File: src/rtl/rr_stream_mux_if.sv
// Stream bundle for rr_stream_mux: NUM_CH producer channels in, one registered beat out.
// The master side is the surrounding logic; the slave side is the mux itself.
interface rr_stream_mux_if #(
  parameter int WIDTH  = 8,
  parameter int NUM_CH = 3
);
  localparam int CH_W = (NUM_CH > 1) ? $clog2(NUM_CH) : 1;

  logic [NUM_CH-1:0]       in_valid;
  logic [NUM_CH*WIDTH-1:0] in_data;
  logic [NUM_CH-1:0]       in_ready;
  logic                    out_valid;
  logic [WIDTH-1:0]        out_data;
  logic [CH_W-1:0]         out_ch;
  logic                    out_ready;

  modport master (
    output in_valid, in_data, out_ready,
    input  in_ready, out_valid, out_data, out_ch
  );

  modport slave (
    input  in_valid, in_data, out_ready,
    output in_ready, out_valid, out_data, out_ch
  );
endinterface

File: src/rtl/rr_stream_mux.sv
// N:1 valid/ready stream mux with round-robin (MODE=0) or fixed-priority (MODE=1)
// arbitration and a single output register; one beat per cycle, no bubble on reload.
module rr_stream_mux #(
  parameter int WIDTH  = 8,
  parameter int NUM_CH = 3,
  parameter int MODE   = 0,
  localparam int CH_W  = (NUM_CH > 1) ? $clog2(NUM_CH) : 1
) (
  input  logic           clk,
  input  logic           rst,
  rr_stream_mux_if.slave bus
);

  logic              out_valid_q;
  logic [WIDTH-1:0]  out_data_q;
  logic [CH_W-1:0]   out_ch_q;
  logic [CH_W-1:0]   ptr;

  logic              load;
  logic              any_valid;
  logic [CH_W-1:0]   g;
  logic [CH_W-1:0]   g_hi;
  logic [CH_W-1:0]   g_lo;
  logic              hi_found;
  logic [NUM_CH-1:0] ready;

  assign load      = !out_valid_q || bus.out_ready;
  assign any_valid = |bus.in_valid;

  // Round-robin = lowest valid index above ptr, else lowest valid index overall
  // (the wrap). Fixed priority never takes the "above ptr" branch.
  always_comb begin
    g_hi     = '0;
    g_lo     = '0;
    hi_found = 1'b0;
    for (int i = NUM_CH-1; i >= 0; i--) begin
      if (bus.in_valid[i]) begin
        g_lo = CH_W'(i);
        if (MODE == 0 && i > int'(ptr)) begin
          g_hi     = CH_W'(i);
          hi_found = 1'b1;
        end
      end
    end
    g = hi_found ? g_hi : g_lo;
  end

  always_comb begin
    ready = '0;
    if (load && any_valid && !rst) ready[g] = 1'b1;
  end

  assign bus.in_ready = ready;

  always_ff @(posedge clk) begin
    if (rst) begin
      out_valid_q <= 1'b0;
      out_data_q  <= '0;
      out_ch_q    <= '0;
      ptr         <= CH_W'(NUM_CH-1);
    end else if (load) begin
      if (any_valid) begin
        out_valid_q <= 1'b1;
        out_data_q  <= bus.in_data[int'(g)*WIDTH +: WIDTH];
        out_ch_q    <= g;
        if (MODE == 0) ptr <= g;
      end else begin
        out_valid_q <= 1'b0;
      end
    end
  end

  assign bus.out_valid = out_valid_q;
  assign bus.out_data  = out_data_q;
  assign bus.out_ch    = out_ch_q;

endmodule
File: src/flat_wrapper.sv
// flat-port wrapper written by rule: the top's interface ports become plain ports
module rr_stream_mux_flat 
#(
  parameter int WIDTH  = 8,
  parameter int NUM_CH = 3,
  parameter int MODE   = 0,
  localparam int CH_W  = (NUM_CH > 1) ? $clog2(NUM_CH) : 1
)
  (clk, rst, bus_in_valid, bus_in_data, bus_out_ready, bus_in_ready, bus_out_valid, bus_out_data, bus_out_ch);
  rr_stream_mux_if #(.WIDTH(WIDTH), .NUM_CH(NUM_CH)) bus_i ();
  input  logic clk;
  input  logic rst;
  input wire logic [$bits(bus_i.in_valid)-1:0] bus_in_valid;
  input wire logic [$bits(bus_i.in_data)-1:0] bus_in_data;
  input wire logic [$bits(bus_i.out_ready)-1:0] bus_out_ready;
  output wire logic [$bits(bus_i.in_ready)-1:0] bus_in_ready;
  output wire logic [$bits(bus_i.out_valid)-1:0] bus_out_valid;
  output wire logic [$bits(bus_i.out_data)-1:0] bus_out_data;
  output wire logic [$bits(bus_i.out_ch)-1:0] bus_out_ch;
  assign bus_i.in_valid = bus_in_valid;
  assign bus_i.in_data = bus_in_data;
  assign bus_i.out_ready = bus_out_ready;
  assign bus_in_ready = bus_i.in_ready;
  assign bus_out_valid = bus_i.out_valid;
  assign bus_out_data = bus_i.out_data;
  assign bus_out_ch = bus_i.out_ch;
  rr_stream_mux #(.WIDTH(WIDTH), .NUM_CH(NUM_CH), .MODE(MODE)) u_core (.clk(clk), .rst(rst), .bus(bus_i));
endmodule
File: config.mk
export PLATFORM = sky130hd
export DESIGN_NAME = rr_stream_mux_flat
export DESIGN_NICKNAME = d
export VERILOG_FILES = /design/src/rtl/rr_stream_mux_if.sv /design/src/rtl/rr_stream_mux.sv /design/src/flat_wrapper.sv
export SDC_FILE = /design/constraint.sdc
export NUM_CORES = 1
export LEC_CHECK = 0
export ABC_CLOCK_PERIOD_IN_PS = 1100
export BUFFER_PORTS_ARGS = -buffer_cell sky130_fd_sc_hd__buf_4
export CAP_MARGIN = 20
export CORE_UTILIZATION = 37
export CTS_CLUSTER_DIAMETER = 40
export DETAILED_ROUTE_END_ITERATION = 10
export HOLD_SLACK_MARGIN = 0.15
export PLACE_DENSITY_LB_ADDON = 0.3
export SLEW_MARGIN = 20
export SYNTH_ARGS = -nofsm -noshare
export SYNTH_HDL_FRONTEND = slang
export SYNTH_SLANG_ARGS = --single-unit
File: constraint.sdc
create_clock -name clk -period 1.1 [get_ports clk]
set_input_delay 0.22 -clock clk [delete_from_list [all_inputs] [get_ports clk]]
set_output_delay 0.22 -clock clk [all_outputs]
set_load 0.01 [all_outputs]
## After elaboration in Yosys (flattened, before gate mapping)

Index checks and enable logic that the tools add are counted.

- Register bits: 13
- Input bits: 30
- Output and inout bits: 14

- Magnitude comparators: 4
- Shifts and indexed selects: 1
- Muxes and demuxes: 16
- Reductions and logical operators: 8

Operator list:

| cell | count |
|---|---|
| 24-bit by 6-bit variable part select with 8-bit output | 1 |
| 2-bit two-way mux | 8 |
| 1-bit two-way mux | 6 |
| 1-bit logical AND | 3 |
| 2-bit by 3-bit less-than comparator with 1-bit output, second input constant | 1 |
| 3-bit two-way mux | 1 |
| 3-bit OR reduction | 1 |
| 1-bit demux with 2-bit select | 1 |
| 2-bit by 1-bit >= comparator with 1-bit output, second input constant | 1 |
| 1-bit by 2-bit greater-than comparator with 1-bit output, first input constant | 1 |
| 2-bit greater-than comparator, first input constant | 1 |
| 1-bit zero test | 2 |
| 2-bit AND reduction | 1 |
| 1-bit logical OR | 1 |

## Logic depth before layout (Yosys ltp)

Gate-level depths: netlist (run 1).

- Depth in word-level cells: 11
- Mapped depth: 6
- Gate-level depth less buffers: 4

## Least setup slack after synthesis (run 1)

OpenSTA, ideal clock, no wires.

- Kind: register to output
- Start point: reg u_core.out_valid_q (netlist: u_core.bus.out_valid)
- End point: out bus_in_ready[0]
- Data arrival time: 1.176 ns
- Required time: 0.880 ns
- Slack: -0.296 ns
- Cell stages (with the launch flop): 5
- Buffers on the path: 0
- Cells stage by stage: dfxtp_1 -> nor2b_1 -> nor3_2 -> nand2_1 -> a21oi_1

- Cells in the longest elaborated chain, start to end: 5

RTL lines:

| element | RTL line | source |
|---|---|---|
| start, declared | rr_stream_mux.sv:14 | `logic out_valid_q;` |
| start signal, assigned | rr_stream_mux.sv:57 | `out_valid_q <= 1'b0;` |
| start signal, assigned | rr_stream_mux.sv:63 | `out_valid_q <= 1'b1;` |
| start signal, assigned | rr_stream_mux.sv:68 | `out_valid_q <= 1'b0;` |
| 1-bit zero test | rr_stream_mux.sv:27 | `assign load = !out_valid_q \|\| bus.out_ready;` |
| 1-bit logical OR | rr_stream_mux.sv:27 |  |
| 1-bit logical AND (2 in a row) | rr_stream_mux.sv:50 | `if (load && any_valid && !rst) ready[g] = 1'b1;` |
| 3-bit two-way mux | rr_stream_mux.sv:50 |  |
| end, declared | flat_wrapper.sv:16 | `output wire logic [$bits(bus_i.in_ready)-1:0] bus_in_ready;` |

No other way between the ends.

## Worst setup path after layout (run 1)

- Start point: reg u_core.ptr[0]
- End point: out bus_in_ready[0]

- Cells in the longest elaborated chain, start to end: 11
- Elaborated cells between the ends (all ways): 17
- Those cells by class: 4 x order compare; 12 x mux; 1 x reduce/logical

RTL lines:

| element | RTL line | source |
|---|---|---|
| start, declared | rr_stream_mux.sv:17 | `logic [CH_W-1:0] ptr;` |
| start signal, assigned | rr_stream_mux.sv:60 | `ptr <= CH_W'(NUM_CH-1);` |
| start signal, assigned | rr_stream_mux.sv:66 | `if (MODE == 0) ptr <= g;` |
| 2-bit greater-than comparator | rr_stream_mux.sv:39 | `if (MODE == 0 && i > int'(ptr)) begin` |
| 1-bit two-way mux or 2-bit two-way mux (tied branches) | rr_stream_mux.sv:39 |  |
| 1-bit two-way mux or 2-bit two-way mux (tied branches) | rr_stream_mux.sv:37 | `if (bus.in_valid[i]) begin` |
| 1-bit two-way mux or 2-bit two-way mux (tied branches) | rr_stream_mux.sv:39 |  |
| 1-bit two-way mux or 2-bit two-way mux (tied branches) | rr_stream_mux.sv:37 |  |
| 2-bit two-way mux * | rr_stream_mux.sv:45 | `g = hi_found ? g_hi : g_lo;` |
| 2-bit by 3-bit less-than comparator with 1-bit output (implied by the code) or 2-bit by 1-bit >= comparator with 1-bit output (tied branches) | rr_stream_mux.sv:50 |  |
| 1-bit logical AND (implied by the code) | rr_stream_mux.sv:50 |  |
| 1-bit two-way mux (implied by the code) | rr_stream_mux.sv:50 |  |
| 1-bit demux with 2-bit select * | -- |  |
| 3-bit two-way mux * | rr_stream_mux.sv:50 |  |

Every way passes the cells marked *; elsewhere a longest branch is shown, timed or not.

==> flow_summary.yaml, run 1 <==
run_status:
  status: "finished, violations left"
  violations: "setup timing"
logic_synthesis:
  syn-num-nets: 117
  synth_edf_count: 0
  ys_seq_area_frac: 0.332
  post_synth.cell_area_avg_um2: 8.33
  synthCells: 87
  synthArstFlopShare: 0
  yosysWarnings: 0
  yosys_register_bits: 12
  synth_cell_types: 24
  synth_ff_type: "dfxtp_1"
  synth_area_um2: 724
setup_path:
  crit_arrival_ns: 1.31
  worst_setup_path_start_kind: "flip-flop"
  worstSetupEndpointType: "primary output"
  rr_endpoint: "u_core.bus.out_data[6]$_SDFFE_PP0N_"
  critPathKind: "reg2out"
  critPathMaxFanout: 3
  r2r_cells: 6
  crit-reg2reg-launch: "u_core.ptr[1]$_SDFFE_PP1N_"
  cp_data_required_time_ns: 0.88
  crit_start: "u_core.ptr[0]$_SDFFE_PP0N_"
  reg2reg_slack_ns: -0.26
run:
  maxCapViolCount: 0
route:
  met2_length_um: 1180
  wl_met1_um: 951
  postRouteAntennaNets: 0
  initialDrtViolationCount: 14
  vias_per_cell: 5.18
  routedWlPerCell_um: 13.1
  dr.max_layer_used: "met4"
  drt-total-wl_um: 2310
  met3_length_um: 144
  vias: 911
  drc_errors: 0
  first_pass_iters: 4
placed_design:
  hpwl_um: 1710
  pre_cts_slack_ns: -0.258
  io_buffer_count: 43
  routabilityCongestion: 0.850
  dpl_cell_area_um2: 1230
die:
  start_util: 0.406
  ios: 44
  coreArea_um2: 1780
  row_count: 15
  die_width_um: 46.3
  die_y_um: 46.3
  die-area_um2: 2140
timing:
  relSlewSlack: 0.782
  holdWs_ns: 0.250
  finalSetupViolations: 15
  slew_viol_final: 0
  worst_slew_pin_slew_ns: 0.327
  rsz0062_at_grt: "yes"
  fin_crit_sh: 1.39
  hold_violations: 0
  clock_skew_ns: 0.000724
  setup_ws_ns: -0.428
  max_freq_ghz: 0.654
  period_needed_ns: 1.53
pwr:
  clkPwrFrac: 0.211
  power_frac_seq: 0.380
  power.share.combinational: 0.409
  p_leak_nw: 0.622
  sw_frac_of_total: 0.308
  power.internal_mw: 0.919
  vdd_drop_max_mv: 0.743
  p_per_area_nw_per_um2: 980
  switching_power_mw: 0.409
cts:
  htreeDepth: 1
  clk_pin_slew_ns: 0.08
  cts_tree: "yes"
  cts.sinks: 12
  hold_buffers: 0
  cts_buffer_depth: 2
  cts-root-buf: "clkbuf_4"
  cts_buffers: 3
  clock_latency_ns: 0.27
finish:
  fin_area_um2: 1360
  final_net_count: 183
  syn_to_final_growth_pct: 87.0
  antenna_cells: 0
  fillerInstances: 128
  drive_gt1_frac: 0.603
global_routing:
  antenna_found_initial: 0
  grt_first_pass_wirelength_um: 3800
  globalRouteOverflowTotal: 0
  track_usage: 0.251
  grt_max_degree: 10
  grt_pass1_vias: 859
worst_hold_path:
  hold_path_end: "u_core.bus.out_data[5]$_SDFFE_PP0N_"
  hp-start: "bus_in_data[21]"
  worstHoldPathType: "in2reg"
  hold_path_depth: 3
## sequential cells by signal, summed over array words and instances, names as in the netlist
register / flops
u_core.bus.out_valid: 1
u_core.bus.out_ch: 1
u_core.ptr: 2
u_core.bus.out_data: 8
## cell type report
cell class / count / area [µm²] / area share
multi-input combinational: 69 / 543 / 0.401
sequential: 12 / 244 / 0.180
tap: 25 / 31.3 / 0.0231
clock buffer: 3 / 22.5 / 0.0166
timing repair buffer: 67 / 514 / 0.380
## placed cells by master, fill, tap and decap left out
cell type  instances
nor3_2             2
nand2b_1           1
a211oi_1           8
buf_6              3
nand2b_4           2
a21oi_4            1
clkbuf_4           3
o22ai_4            1
nor2b_1            1
o21ai_0            8
nor3b_4            1
a22o_1             8
nor2_2             1
o21a_1             8
a21oi_2            2
dfxtp_2            3
dfxtp_1            9
nor2_1             2
nand3_1            9
nand2_4            1
nand2_1            4
o21ai_2            1
or2_4              1
buf_4             64
nor2b_4            2
a21oi_1            2
nor2_4             1
nor3b_2            1
nor3_4             1
## stage by stage
step	instances	total power, mW	utilization	TNS [ns]
after floorplan	87	0.740	-	-1.51
after global placement	170	0.985	0.693	-2.55
after detailed placement	170	0.995	0.693	-2.77
after CTS	176	1.32	0.749	-3.12
after global routing	176	1.43	0.760	-4.39
final	176	1.33	0.760	-3.53
## synth_stat cells, types with 2 or more instances
master	count	area [µm²]
nand3_1	9	45.0
clkbuf_1	2	7.51
nand2_1	5	18.8
dfxtp_1	12	240
o21ai_0	8	40.0
a211oi_1	8	60.1
nor2_1	4	15.0
a22o_1	8	70.1
a21oi_1	4	20.0
o21a_1	8	60.1
nor3_2	2	20.0
nand2b_1	3	18.8
nor2b_1	3	18.8
## power groups by stage
stage	clock, mW	combinational [mW]	sequential, mW
after floorplan	0	0.209	0.531
after global placement	0	0.476	0.510
after detailed placement	0	0.483	0.512
after CTS	0.284	0.527	0.504
after global routing	0.323	0.593	0.512
final	0.280	0.543	0.505
## kinds of logic (layout without fill, tap and decap cells)
logic type,count (synthesis),after routing,synth area share
AO/OA/AOI/OAI,39,39,0.373
AND/OR/NAND/NOR,30,30,0.247
flip-flops,12,12,0.332
buffers and inverters,6,70,0.0484
## worst max-delay path, cell delays in order, from the launching register on
cell and delay (ns):
dfxtp_2 0.34, nand2b_4 0.14, a21oi_4 0.15, buf_6 0.12
nand2_4 0.05, a21oi_2 0.11, buf_4 0.13
## how the worst max path moves through the flow
stage | end | depth (start not counted)
floorplan | bus_in_ready[0] | 6
global placement | bus_in_ready[0] | 7
detailed placement | bus_in_ready[0] | 7
CTS | bus_in_ready[0] | 6
global route | bus_in_ready[0] | 6
finish | bus_in_ready[0] | 6
## metal layers
layer / global-route usage / vias up
met2: 0.434 / 31
met1: 0.304 / 418
met3: 0.0510 / 5
li1: - / 457
met4: 0.0882 / 0
met5: 0 / -
## timing repair
| action | CTS | global route |
|---|---|---|
| resized for setup | 12 | 4 |
| endpoints found under the setup margin | 15 | 15 |
| setup buffers | 3 | 0 |
| pin swaps | 4 | 1 |
No activity file was read; power rests on OpenSTA's default activity.
==> inputs of run 2 (changes only) <==
--- a/config.mk
+++ b/config.mk
@@ -13,7 +13,9 @@
 export DETAILED_ROUTE_END_ITERATION = 10
 export HOLD_SLACK_MARGIN = 0.15
 export PLACE_DENSITY_LB_ADDON = 0.3
+export RECOVER_POWER = 50
 export SLEW_MARGIN = 20
 export SYNTH_ARGS = -nofsm -noshare
 export SYNTH_HDL_FRONTEND = slang
 export SYNTH_SLANG_ARGS = --single-unit
+export TNS_END_PERCENT = 5
==> run 2 against run 1 <==
Final area shrank 0.55%. Critical path type unchanged. Largest power group unchanged. Via count shrank 1.3%. Core utilization shrank 0.42 points. Flip-flop and latch count is the same. Sequential share of layout area grew 0.29 points. Critical endpoint is now bus_in_ready[1]. Fmax grew 1.9%. Power grew 6.0%. Die area is the same. The run still ends with setup timing left.
==> flow_summary.yaml, run 2 (synthesized netlist as in run 1, its figures left out) <==
pwr:
  switching_power_mw: 0.425
  p_leak_nw: 0.605
  power.share.combinational: 0.379
  vdd_drop_max_mv: 0.704
  power.internal_mw: 0.982
  clkPwrFrac: 0.262
  p_per_area_nw_per_um2: 1040
  total_power_mw: 1.41
  sw_frac_of_total: 0.302
  power_frac_seq: 0.359
global_routing:
  grt_max_degree: 9
  antenna_found_initial: 0
  grt_first_pass_wirelength_um: 3770
  globalRouteOverflowTotal: 0
  grt_pass1_vias: 852
  track_usage: 0.252
setup_path:
  reg2reg_slack_ns: -0.27
  r2r_cells: 6
  critPathSlowestCell: "dfxtp_4"
  crit-reg2reg-launch: "u_core.ptr[1]$_SDFFE_PP1N_"
  rr_endpoint: "u_core.bus.out_data[4]$_SDFFE_PP0N_"
  critPathMaxFanout: 5
  cp_data_required_time_ns: 0.88
  crit_chain: "buf_12, o22ai_4, nand2_1, nor2_2, buf_4"
  critPathKind: "reg2out"
  crit_start: "u_core.ptr[0]$_SDFFE_PP0N_"
  crit_arrival_ns: 1.28
  crit_buf_inv: 2
  worst_setup_path_start_kind: "flip-flop"
  critPathTopFamily: "flip-flops"
  worstSetupEndpointType: "primary output"
  crit_end: "bus_in_ready[1]"
  crit_cells: 5
  cpPeakStageDelay_ns: 0.36
route:
  drc_errors: 0
  vias_per_cell: 5.20
  routedWlPerCell_um: 14.3
  postRouteAntennaNets: 0
  drt-total-wl_um: 2470
  initialDrtViolationCount: 22
  vias: 899
  first_pass_iters: 4
die:
  ios: 44
  coreArea_um2: 1780
  die_y_um: 46.3
  die_width_um: 46.3
  die-area_um2: 2140
  row_count: 15
  start_util: 0.406
timing:
  worst_slew_pin_slew_ns: 0.380
  clock_skew_ns: 0.000721
  setup_ws_ns: -0.399
  relSlewSlack: 0.747
  finalSetupViolations: 14
  period_needed_ns: 1.50
  max_freq_ghz: 0.667
  slew_viol_final: 0
  fin_crit_sh: 1.36
  hold_violations: 0
  rsz0062_at_grt: "yes"
finish:
  multiInputGateArea_um2: 533
  fin_area_um2: 1350
  largest_reg_flops: 8
  fillerInstances: 126
  final_net_count: 179
  antenna_cells: 0
  syn_to_final_growth_pct: 86.0
  mostFrequentLayoutCells: "buf_4, nand3_1, dfxtp_1"
  final_common_cell: "buf_4"
  final_util: 0.756
  regArea_um2: 246
  drive_gt1_frac: 0.595
placed_design:
  hpwl_um: 1660
  io_buffer_count: 43
  routabilityCongestion: 0.821
  dpl_cell_area_um2: 1190
cts:
  cts_tree: "yes"
  clock_latency_ns: 0.27
  clk_pin_slew_ns: 0.09
  cts_buffer_depth: 2
  cts-root-buf: "clkbuf_4"
  cts_buffers: 3
  cts.sinks: 12
  hold_buffers: 0
  htreeDepth: 1
run_status:
  violations: "setup timing"
  status: "finished, violations left"
worst_hold_path:
  worstHoldPathType: "in2reg"
run:
  maxCapViolCount: 0
==> run 2: cell type report <==
| type | count | area share |
|---|---|---|
| Clock buffer | 4 | 0.0269 |
| Multi-Input combinational cell | 69 | 0.396 |
| Sequential cell | 12 | 0.183 |
| Tap cell | 25 | 0.0232 |
| Timing Repair Buffer | 63 | 0.371 |
==> run 2: metrics by stage <==
stage	hold WS [ns]	worst slack (ns)	cells	TNS, ns
floorplan	0.451	-0.157	87	-1.48
global placement	0.448	-0.324	165	-3.06
detailed placement	0.452	-0.369	165	-3.39
CTS	0.255	-0.412	172	-4.27
global route	0.257	-0.450	173	-4.09
finish	0.259	-0.399	173	-3.42
==> run 2: power by group through the flow <==
| stage | combinational (mW) | sequential [mW] | clock (mW) |
|---|---|---|---|
| global placement | 0.450 | 0.513 | 0 |
| finish | 0.533 | 0.506 | 0.368 |
| CTS | 0.510 | 0.504 | 0.372 |
| global route | 0.574 | 0.510 | 0.400 |
| floorplan | 0.206 | 0.531 | 0 |
| detailed placement | 0.457 | 0.514 | 0 |
==> run 2: layer usage <==
layer | vias to the layer above | part of all wire | GRT usage
met2 | 30 | 0.49 | 0.423
met4 | 0 | 0.0093 | 0.106
li1 | 450 | - | -
met3 | 4 | 0.053 | 0.0588
met1 | 415 | 0.45 | 0.306
met5 | - | 0 | 0
==> run 2: what timing repair did <==
item,4_1_cts,5_1_grt
endpoints found under the setup margin,15,15
buffers inserted,3,1
gates resized for setup,13,6
pin swaps,2,6
==> run 2: worst min path at each step <==
stage / to / depth (start not counted) / slack, ns / startpoint
3_3_place_gp: u_core.bus.out_ch[1]$_SDFFE_PP0N_ / 2 / 0.45 / u_core.bus.out_ch[1]$_SDFFE_PP0N_
6_report: u_core.bus.out_data[7]$_SDFFE_PP0N_ / 3 / 0.26 / bus_in_data[23]
4_1_cts: u_core.bus.out_data[7]$_SDFFE_PP0N_ / 3 / 0.25 / bus_in_data[23]
5_1_grt: u_core.bus.out_data[5]$_SDFFE_PP0N_ / 3 / 0.26 / bus_in_data[21]
3_5_place_dp: u_core.bus.out_ch[1]$_SDFFE_PP0N_ / 2 / 0.45 / u_core.bus.out_ch[1]$_SDFFE_PP0N_
2_1_floorplan: u_core.bus.out_data[0]$_SDFFE_PP0N_ / 2 / 0.45 / bus_in_data[16]
==> run 2: worst register-to-register path: cells and delay by family, from the launching register on <==
kind,cells,cell delay [ns]
AO/OA/AOI/OAI,3,0.45
buffers and inverters,2,0.28
flip-flops,1,0.35
AND/OR/NAND/NOR,1,0.19
==> inputs of run 3 (changes only) <==
--- a/config.mk
+++ b/config.mk
@@ -18,4 +18,4 @@
 export SYNTH_ARGS = -nofsm -noshare
 export SYNTH_HDL_FRONTEND = slang
 export SYNTH_SLANG_ARGS = --single-unit
-export TNS_END_PERCENT = 5
+export TNS_END_PERCENT = 100
==> constraint.sdc (replaced) <==
create_clock -name clk -period 1.1 [get_ports clk]
set_input_delay 0.055 -clock clk [delete_from_list [all_inputs] [get_ports clk]]
set_output_delay 0.055 -clock clk [all_outputs]
set_load 0.02 [all_outputs]
==> run 3 against run 2 <==
The run still ends with setup timing left. Setup slack improved by 0.013 ns. First-iteration DRC count rose by 100%. Global-route usage rose by 12 points. Clock skew rose by 0.0042 ns. Via count rose by 32%. Fmax rose by 0.84%. Largest power group unchanged. Count of clock-buffer cells in the layout fell by 1. Sequential share of layout area fell by 2.9 points. Highest routed layer unchanged. Power rose by 11%. Cell count rose by 7.5%.
==> flow_summary.yaml, run 3 (synthesized netlist as in run 1, its figures left out) <==
cts:
  cts_buffer_depth: 2
  cts_buffers: 3
  cts-root-buf: "clkbuf_4"
  htreeDepth: 1
  cts_tree: "yes"
  clock_latency_ns: 0.29
  hold_buffers: 14
  cts.sinks: 12
  clk_pin_slew_ns: 0.08
setup_path:
  cp_data_required_time_ns: 1.04
  crit-reg2reg-launch: "u_core.ptr[1]$_SDFFE_PP1N_"
  crit_arrival_ns: 1.43
  worst_setup_path_start_kind: "flip-flop"
  r2r_cells: 6
  crit_start: "u_core.ptr[0]$_SDFFE_PP0N_"
  reg2reg_slack_ns: -0.32
  rr_endpoint: "u_core.bus.out_data[5]$_SDFFE_PP0N_"
  crit_end: "bus_in_ready[0]"
  critPathKind: "reg2out"
  critPathMaxFanout: 3
  worstSetupEndpointType: "primary output"
route:
  routedWlPerCell_um: 22.7
  initialDrtViolationCount: 44
  drc_errors: 0
  vias: 1184
  postRouteAntennaNets: 0
  drt-total-wl_um: 4220
  vias_per_cell: 6.37
  first_pass_iters: 4
timing:
  finalSetupViolations: 14
  setup_ws_ns: -0.387
  fin_crit_sh: 1.35
  slew_viol_final: 0
  fin_tns_setup_ns: -3.41
  worst_slew_pin_slew_ns: 0.642
  holdWs_ns: 0.0150
  max_freq_ghz: 0.673
  hold_violations: 0
  relSlewSlack: 0.572
  period_needed_ns: 1.49
  clock_skew_ns: 0.00491
  rsz0062_at_grt: "yes"
finish:
  final_common_cell: "buf_4"
  syn_to_final_growth_pct: 122
  mostFrequentLayoutCells: "buf_4, dlygate4sd3_1, dfxtp_1"
  antenna_cells: 0
  final_net_count: 193
  final_util: 0.901
  fin_area_um2: 1610
  final_cells: 186
  drive_gt1_frac: 0.621
  largest_reg_flops: 8
die:
  die-area_um2: 2140
  ios: 44
  coreArea_um2: 1780
  row_count: 15
  die_width_um: 46.3
  die_y_um: 46.3
  start_util: 0.406
placed_design:
  io_buffer_count: 43
  dp_cells: 165
  pre_cts_slack_ns: -0.194
  routabilityCongestion: 0.827
  dpl_cell_area_um2: 1220
  hpwl_um: 1740
global_routing:
  globalRouteOverflowTotal: 0
  grt_pass1_vias: 1147
  antenna_found_initial: 0
  grt_max_degree: 13
  grt_first_pass_wirelength_um: 5450
  track_usage: 0.370
pwr:
  total_power_mw: 1.56
  p_leak_nw: 0.690
  p_per_area_nw_per_um2: 971
  vdd_drop_max_mv: 0.834
run_status:
  violations: "setup timing"
  status: "finished, violations left"
worst_hold_path:
  hold_path_depth: 2
  worstHoldPathType: "in2reg"
run:
  maxCapViolCount: 0
run 3: cell count changes in the layout (fill, tap and decap cells not counted), moves of 2 or more:
cell,before,now
o21ai_1,0,3
buf_6,4,7
nand3_2,0,2
nand3_1,9,7
a211oi_4,0,2
nor2_2,3,0
dlygate4sd3_1,0,14
a211oi_1,8,0
o21ai_0,8,4
a211oi_2,0,6
nor2_4,0,3
buf_4,58,54
run 3: worst min-delay path by stage:
stage	endpoint	startpoint
global placement	u_core.bus.out_ch[1]$_SDFFE_PP0N_	rst
CTS	u_core.bus.out_valid$_SDFFE_PP0N_	rst
detailed placement	u_core.bus.out_valid$_SDFFE_PP0N_	rst
floorplan	u_core.bus.out_valid$_SDFFE_PP0N_	bus_out_ready
global route	u_core.ptr[0]$_SDFFE_PP0N_	rst
finish	u_core.ptr[0]$_SDFFE_PP0N_	rst
run 3: where the power goes:
part	internal (mW)	switching, mW
clock network	0.127	0.170
registers	0.479	0.0359
logic	0.373	0.374
run 3: cell type report:
type,instances,area (µm²)
clock buffers,3,22.5
fillers,65,176
multi-input cells,69,658
flip-flops and latches,12,246
well taps,25,31.3
repair buffers,77,648
run 3: worst max-delay path, cell delays in order, from the launching register on:
cell and delay (ns):
dfxtp_2 0.35, nand2b_4 0.15, a21oi_4 0.14, buf_6 0.14, nand2_4 0.07, a21oi_4 0.16
buf_6 0.14
run 3: layer usage:
layer,part of all wire,global-route usage
met1,0.37,0.440
met2,0.48,0.608
met3,0.088,0.0941
met4,0.059,0.188
met5,0,0
run 3: what timing repair did:
action / CTS / global route
pin swaps: 6 / 5
setup endpoints to repair: 14 / 15
hold endpoints to repair: 12 / 4
setup buffers: 4 / 1
gates resized for setup: 29 / 19
